[config.mk]
export PLATFORM = sky130hd
export DESIGN_NAME = fifo_read_arbiter
export DESIGN_NICKNAME = d
export VERILOG_FILES = /design/src/rtl/fifo_read_arbiter.sv
export SDC_FILE = /design/constraint.sdc
export NUM_CORES = 1
export LEC_CHECK = 0
export CAP_MARGIN = 20
export CORE_MARGIN = 3
export CORE_UTILIZATION = 35
export DETAILED_ROUTE_END_ITERATION = 12
export PLACE_DENSITY = 0.76
export SETUP_SLACK_MARGIN = 0.4
export SLEW_MARGIN = 20
export SYNTH_ARGS = -nofsm -noshare
export SYNTH_HDL_FRONTEND = slang
export SYNTH_SLANG_ARGS = --single-unit
[constraint.sdc]
create_clock -name rclk -period 5.35 [get_ports rclk]
set_clock_uncertainty 0.2 [all_clocks]
set_input_delay 0.535 -clock rclk [delete_from_list [all_inputs] [get_ports rclk]]
set_output_delay 0.535 -clock rclk [all_outputs]
set_load 0.05 [all_outputs]
[src/rtl/fifo_read_arbiter.sv]
// Round-robin burst scheduler for the async FIFO read port, feeding tagged words to NREQ consumers.
// Define FIFO_ARB_STATS_EN to build the saturating pop_count statistics counter.
module fifo_read_arbiter #(
   parameter int unsigned DSIZE = 8,
   parameter int unsigned NREQ  = 4,
   parameter int unsigned IDW   = 2,
   parameter int unsigned BURST = 4
) (
   input  logic             rclk,
   input  logic             rst,
   input  logic             fifo_empty,
   input  logic [DSIZE-1:0] fifo_rdata,
   output logic             fifo_rd,
   input  logic [NREQ-1:0]  req,
   input  logic [NREQ-1:0]  ready,
   output logic [NREQ-1:0]  gnt,
   output logic             out_valid,
   output logic [DSIZE-1:0] out_data,
   output logic [IDW-1:0]   out_id,
   output logic [15:0]      pop_count
);

   localparam int unsigned CW = $clog2(BURST) + 1;

   typedef enum logic [1:0] {StIdle, StBurst, StFlush} state_e;

   state_e           state_q, state_d;
   logic [NREQ-1:0]  gnt_q, gnt_d;
   logic [IDW-1:0]   id_q, id_d;
   logic [IDW-1:0]   last_q, last_d;
   logic [CW-1:0]    cnt_q, cnt_d;
   logic             valid_q, valid_d;
   logic [DSIZE-1:0] data_q, data_d;
   logic [IDW-1:0]   arb_idx, scan;
   logic             arb_found;
   logic             pop;

   // Scan starts one past the last granted consumer and wraps at NREQ-1.
   always_comb begin
      arb_idx   = '0;
      arb_found = 1'b0;
      scan      = last_q;
      for (int k = 0; k < NREQ; k++) begin
         scan = (scan == IDW'(NREQ - 1)) ? '0 : scan + IDW'(1);
         if (!arb_found && req[scan]) begin
            arb_found = 1'b1;
            arb_idx   = scan;
         end
      end
   end

   assign pop = (state_q == StBurst) & ~fifo_empty & req[id_q] & (~valid_q | ready[id_q]);

   always_comb begin
      state_d = state_q;
      gnt_d   = gnt_q;
      id_d    = id_q;
      last_d  = last_q;
      cnt_d   = cnt_q;
      valid_d = valid_q;
      data_d  = data_q;
      unique case (state_q)
         StIdle: begin
            if (arb_found && !fifo_empty) begin
               gnt_d   = NREQ'(1) << arb_idx;
               id_d    = arb_idx;
               cnt_d   = '0;
               state_d = StBurst;
            end
         end
         StBurst: begin
            if (pop) begin
               data_d  = fifo_rdata;
               valid_d = 1'b1;
               cnt_d   = cnt_q + CW'(1);
            end else if (valid_q && ready[id_q]) begin
               valid_d = 1'b0;
            end
            if ((pop && cnt_q == CW'(BURST - 1)) || !req[id_q] || (fifo_empty && !pop)) begin
               last_d  = id_q;
               state_d = StFlush;
            end
         end
         StFlush: begin
            // Grant is released on the same edge the last word leaves the output stage.
            if (!valid_q || ready[id_q]) begin
               valid_d = 1'b0;
               gnt_d   = '0;
               state_d = StIdle;
            end
         end
         default: state_d = StIdle;
      endcase
   end

   always_ff @(posedge rclk or posedge rst) begin
      if (rst) begin
         state_q <= StIdle;
         gnt_q   <= '0;
         id_q    <= '0;
         last_q  <= IDW'(NREQ - 1);
         cnt_q   <= '0;
         valid_q <= 1'b0;
         data_q  <= '0;
      end else begin
         state_q <= state_d;
         gnt_q   <= gnt_d;
         id_q    <= id_d;
         last_q  <= last_d;
         cnt_q   <= cnt_d;
         valid_q <= valid_d;
         data_q  <= data_d;
      end
   end

   assign fifo_rd   = pop;
   assign gnt       = gnt_q;
   assign out_valid = valid_q;
   assign out_data  = data_q;
   assign out_id    = id_q;

`ifdef FIFO_ARB_STATS_EN
   logic [15:0] pop_count_q;

   always_ff @(posedge rclk or posedge rst) begin
      if (rst) begin
         pop_count_q <= '0;
      end else if (pop && pop_count_q != 16'hFFFF) begin
         pop_count_q <= pop_count_q + 16'd1;
      end
   end

   assign pop_count = pop_count_q;
`else
   assign pop_count = '0;
`endif

endmodule

# Word-level counts from Yosys, hierarchy flattened
# Cells that the tools add are included.
dict set report totals {
  ff_bits 22
  in_bits 19
  out_inout_bits 32
  elab_cells 102
}
dict set report op_classes {
  addsub 5
  magnitude_cmp 5
  eq_ne 12
  shifts 1
  mux 38
  n_bitwise 6
  reduce_logical 28
}
# operator count
set op_table {}
lappend op_table {{$mux 2} 11}
lappend op_table {{$lt 2x3->1 const B} 5}
lappend op_table {{$mux 1} 13}
lappend op_table {{$bmux 1 s2} 6}
lappend op_table {{$reduce_and 3->1} 4}
lappend op_table {{$eq 2x2->1 const B} 5}
lappend op_table {{$add 2x1->2 const B} 4}
lappend op_table {{$mux 4} 2}
lappend op_table {{$pmux 4 s2} 1}
lappend op_table {{$logic_and 1x1->1} 7}
lappend op_table {{$logic_not 1->1} 7}
lappend op_table {{$mux 3} 2}
lappend op_table {{$ne 2x2->1 const B} 3}
lappend op_table {{$pmux 2 s3} 1}
lappend op_table {{$pmux 3 s2} 1}
lappend op_table {{$reduce_and 2->1} 3}
lappend op_table {{$reduce_bool 2->1} 3}
lappend op_table {{$shl 1x2->4 const A} 1}
lappend op_table {{$add 3x1->3 const B} 1}
lappend op_table {{$and 1x1->1} 3}
lappend op_table {{$eq 3x2->1 const B} 1}
lappend op_table {{$logic_or 1x1->1} 3}
lappend op_table {{$ne 3x2->1 const B} 1}
lappend op_table {{$eq 2x1->1 const B} 1}
lappend op_table {{5 further kinds} 6}

# Longest topological paths before layout
dict set report depth {
  word_depth 17
  depth_mapped 6
  mapped_depth_nobuf 6
}

# Worst setup path before layout
# No wires, ideal clock.
dict set report synth_path {
  path_kind {reg2out}
  start {register id_q[1], in the netlist out_id[1]}
  end {output port fifo_rd}
  arrival_time_ps 1826
  required_time_ps 4615
  setup_slack_ps 2789
  path_stages_with_launch 6
  n_path_buf 1
  cell_sequence {dfrtp_1 -> buf_6 -> mux2_4 -> o22a_2 -> nand3_2 -> inv_1}
}
dict set report synth_via {
  elab_chain_cells 4
  elab_cells_between_ends 7
  classes_between {mux (4); bitwise (3)}
}
# item line_no
set synth_lines {}
lappend synth_lines {{from (decl)} 29} ;# logic [IDW-1:0] id_q, id_d;
lappend synth_lines {{from (signal assigned)} 108} ;# id_q <= id_d;
lappend synth_lines {{$bmux 1 s2} 52} ;# assign pop = (state_q == StBurst) & ~fifo_empty & req[id_q] & (~valid_q | ready[id_q]);
lappend synth_lines {{$mux 1 (implied by the code)} 52}
lappend synth_lines {{$and 1x1->1 / $or 1x1->1 (equally long branches)} 52}
lappend synth_lines {{$and 1x1->1 (*)} 52}
lappend synth_lines {{to (decl)} 13} ;# output logic fifo_rd,
# Every way passes the cells marked *; elsewhere a longest branch is shown, timed or not. The select of a mux whose other input is x is not followed.

# Worst setup path in the final report
dict set report layout_path {
  start {input port req[3]}
  end {output port fifo_rd}
}
dict set report layout_via {
  elab_chain_cells 4
}
# item line_no
set layout_lines {}
lappend layout_lines {{from (decl)} 14} ;# input logic [NREQ-1:0] req,
lappend layout_lines {{$bmux 1 s2} 52}
lappend layout_lines {{$mux 1 (implied by the code)} 52}
lappend layout_lines {{$and 1x1->1 (2 in a row)} 52}
# Every way passes these cells. The select of a mux whose other input is x is not followed.

==> results.cfg <==
[run_status]
status = complete, no violations

[sta]
rsz0062_at_grt = false
setup_viol = 0
tns_ns = 0
finalCritPeriodShare = 0.655
max_freq_mhz = 286
final_hold_viol_count = 0
setup_ws_ns = 1.85
max-slew-margin-rel = 0.440
maxSlewViolCount = 0
min_period_ns = 3.50
worst_pin_slew_ns = 0.840

[route]
vias = 1075
drtPass1Iterations = 4
via_per_inst = 4.95
drtIter0Drc = 21
drt_wl_total_um = 2840
drtAntennaViolNets = 0
wl_per_cell_um = 13.1
drc_errors = 0

[power]
peakVddDrop_mv = 0.334
p_leak_nw = 0.788
p_per_area_mw_per_mm2 = 629
total_power_w = 0.00115

[yosys]
synth-edff-count = 0
async_flop_share = 1.00
seq_area_frac_synth = 0.381
syn_area_mm2 = 0.00145
ys_seq_elements = 22
synth_cell_type_count = 40
syn_inst = 133
synth_flop_cell = dfrtp_1
yosysWarnings = 0
avgSynthCellArea_um2 = 10.9

[setup_path]
r2r_cells = 6
critPathMostFrequentCell = clkdlybuf4s50_1
critical_path_class = input pin to output port
rrSetupSlack_ns = 3.07
arrival_ns = 2.77
end_kind = output port
endpoint = fifo_rd
rr_startpoint = state_q[0]
path_max_fanout = 10
crit_buf_inv = 3
crit_path_max_incr_delay_ns = 0.80
cp_data_required_time_ns = 4.62
r2r-end = gnt[0]
crit_slowest_cell = clkdlybuf4s50_1
crit_path_start = req[3]
path_cells = clkdlybuf4s50_1, mux2i_1, o22ai_2, nand3_2, inv_1, clkdlybuf4s50_1
critPathLaunchType = input pin
path_delay_family = buffers and inverters
path_depth = 6

[die]
rows = 22
ios = 51
die_area_mm2 = 0.00496
chipWidth_um = 70.4
initial_core_util = 0.379
die_h_um = 70.4
core_area_mm2 = 0.00383

[global_route]
antenna_found_initial = 0
grt_max_degree = 23
grt_pass1_vias = 985
track_usage = 0.114
grt-ovfl-total = 0
grt_pass1_wl_um = 4600

[clocking]
tritoncts = yes
clkTransAtPathRegs_ns = 0.07
cts_setup_buffers = 0
clkSinkCount = 22
cts_hold_buf = 0
cts_resized = 0
htreeDepth = 1
clk_latency_ns = 0.26
clock-root-buffer = clkbuf_8
ctsLongestPathBuffers = 2
numCtsBuffers = 3

[cells_and_area]
area_growth_pct = 26.2
diodes = 0
finalNetCount = 197
nFillCells = 360
drive_gt1_frac = 0.178

[place]
gp_congestion = 0.797
pre_cts_ws_ns = 1.85
portBuffers = 34
dp_hpwl_um = 2140

[hold_path]
hold_path_depth = 2
min_path_type = register to register

[flow_run]
drv_cap = 0
==> cell usage in the layout, fill, tap and decap left out, drive strengths merged, types with 2 or more instances in the layout <==
cell type	instances
clkdlybuf4s50	34
conb	16
nand2b	3
o32ai	2
or2	2
nor2	6
o41ai	4
mux2i	3
nand2	7
o21a	2
nand4	3
a311oi	2
o21ai	4
and2	2
ha	8
o31ai	4
mux2	16
dfstp	2
dfrtp	20
o211ai	2
clkbuf	4
nand3	2
inv	7
==> routing by layer <==
layer | track usage | share of wire
met5 | 0 | 0
met3 | 0.0259 | 0.061
met2 | 0.163 | 0.44
met4 | 0.0404 | 0.012
met1 | 0.168 | 0.49
==> synthesized netlist by cell type (all sizes together) (2+ instances only) <==
library cell  instances  area (um^2)
a311oi                2         17.5
and2                  2         12.5
buf                  17          131
dfrtp                20          500
dfstp                 2         52.6
ha                    8          100
inv                   7         26.3
mux2                 16          188
mux2i                 3         30.0
nand2                 7         26.3
nand2b                3         18.8
nand3                 2         15.0
nand4                 3         18.8
nor2                  6         22.5
o211ai                2         15.0
o21a                  2         15.0
o21ai                 4         20.0
o31ai                 4         30.0
o32ai                 2         36.3
o41ai                 4         35.0
or2                   2         12.5
==> tightest hold or removal path: stages (launching register included) <==
cell     delay, ns
dfrtp_1       0.35
o31ai_1       0.06
o41ai_1       0.06
==> worst min path at each step <==
stage | startpoint | endpoint
2_1_floorplan | cnt_q[2] | cnt_q[2]
3_3_place_gp | out_data[4] | out_data[4]
3_5_place_dp | gnt[1] | gnt[1]
4_1_cts | gnt[2] | gnt[2]
5_1_grt | out_data[5] | out_data[5]
6_report | gnt[2] | gnt[2]
==> stage by stage <==
stage | hold slack [ns] | cell area [um^2] | std cells | utilization
3_3_place_gp | 0.287 | 1780 | 213 | 0.464
5_1_grt | 0.332 | 1830 | 217 | 0.479
2_1_floorplan | 0.301 | 1510 | 148 | -
3_5_place_dp | 0.289 | 1780 | 213 | 0.464
4_1_cts | 0.311 | 1830 | 217 | 0.479
6_report | 0.307 | 1830 | 217 | 0.479
==> sequential cells by signal, summed over array words and instances, names as in the netlist <==
register,count
out_id,2
state_q,2
out_data,8
gnt,4
cnt_q,3
last_q,2
out_valid,1
==> kinds of logic after synthesis <==
family,Yosys count,synth area share
AO/OA/AOI/OAI,31,0.186
AND/OR/NAND/NOR,28,0.103
buffers and inverters,24,0.109
flip-flops,22,0.381
multiplexers,19,0.150
adder cells (fa/ha/maj),8,0.0690
other,1,0.00258
==> area by class of cell <==
| class | count | area (um^2) | share of cell area |
|---|---|---|---|
| Multi-Input combinational cell | 102 | 797 | 0.435 |
| Sequential cell | 22 | 553 | 0.302 |
| Timing Repair Buffer | 34 | 340 | 0.186 |
| Tap cell | 48 | 60.1 | 0.0328 |
| Clock buffer | 4 | 55.1 | 0.0301 |
| Inverter | 7 | 26.3 | 0.0143 |
==> report_power, final <==
part | switching [W] | internal [W]
clock | 0.0000524 | 0.0000656
combinational | 0.000442 | 0.000285
sequential | 0.0000601 | 0.000246
total | 0.000555 | 0.000597
Power figures use the tool's default switching activity.
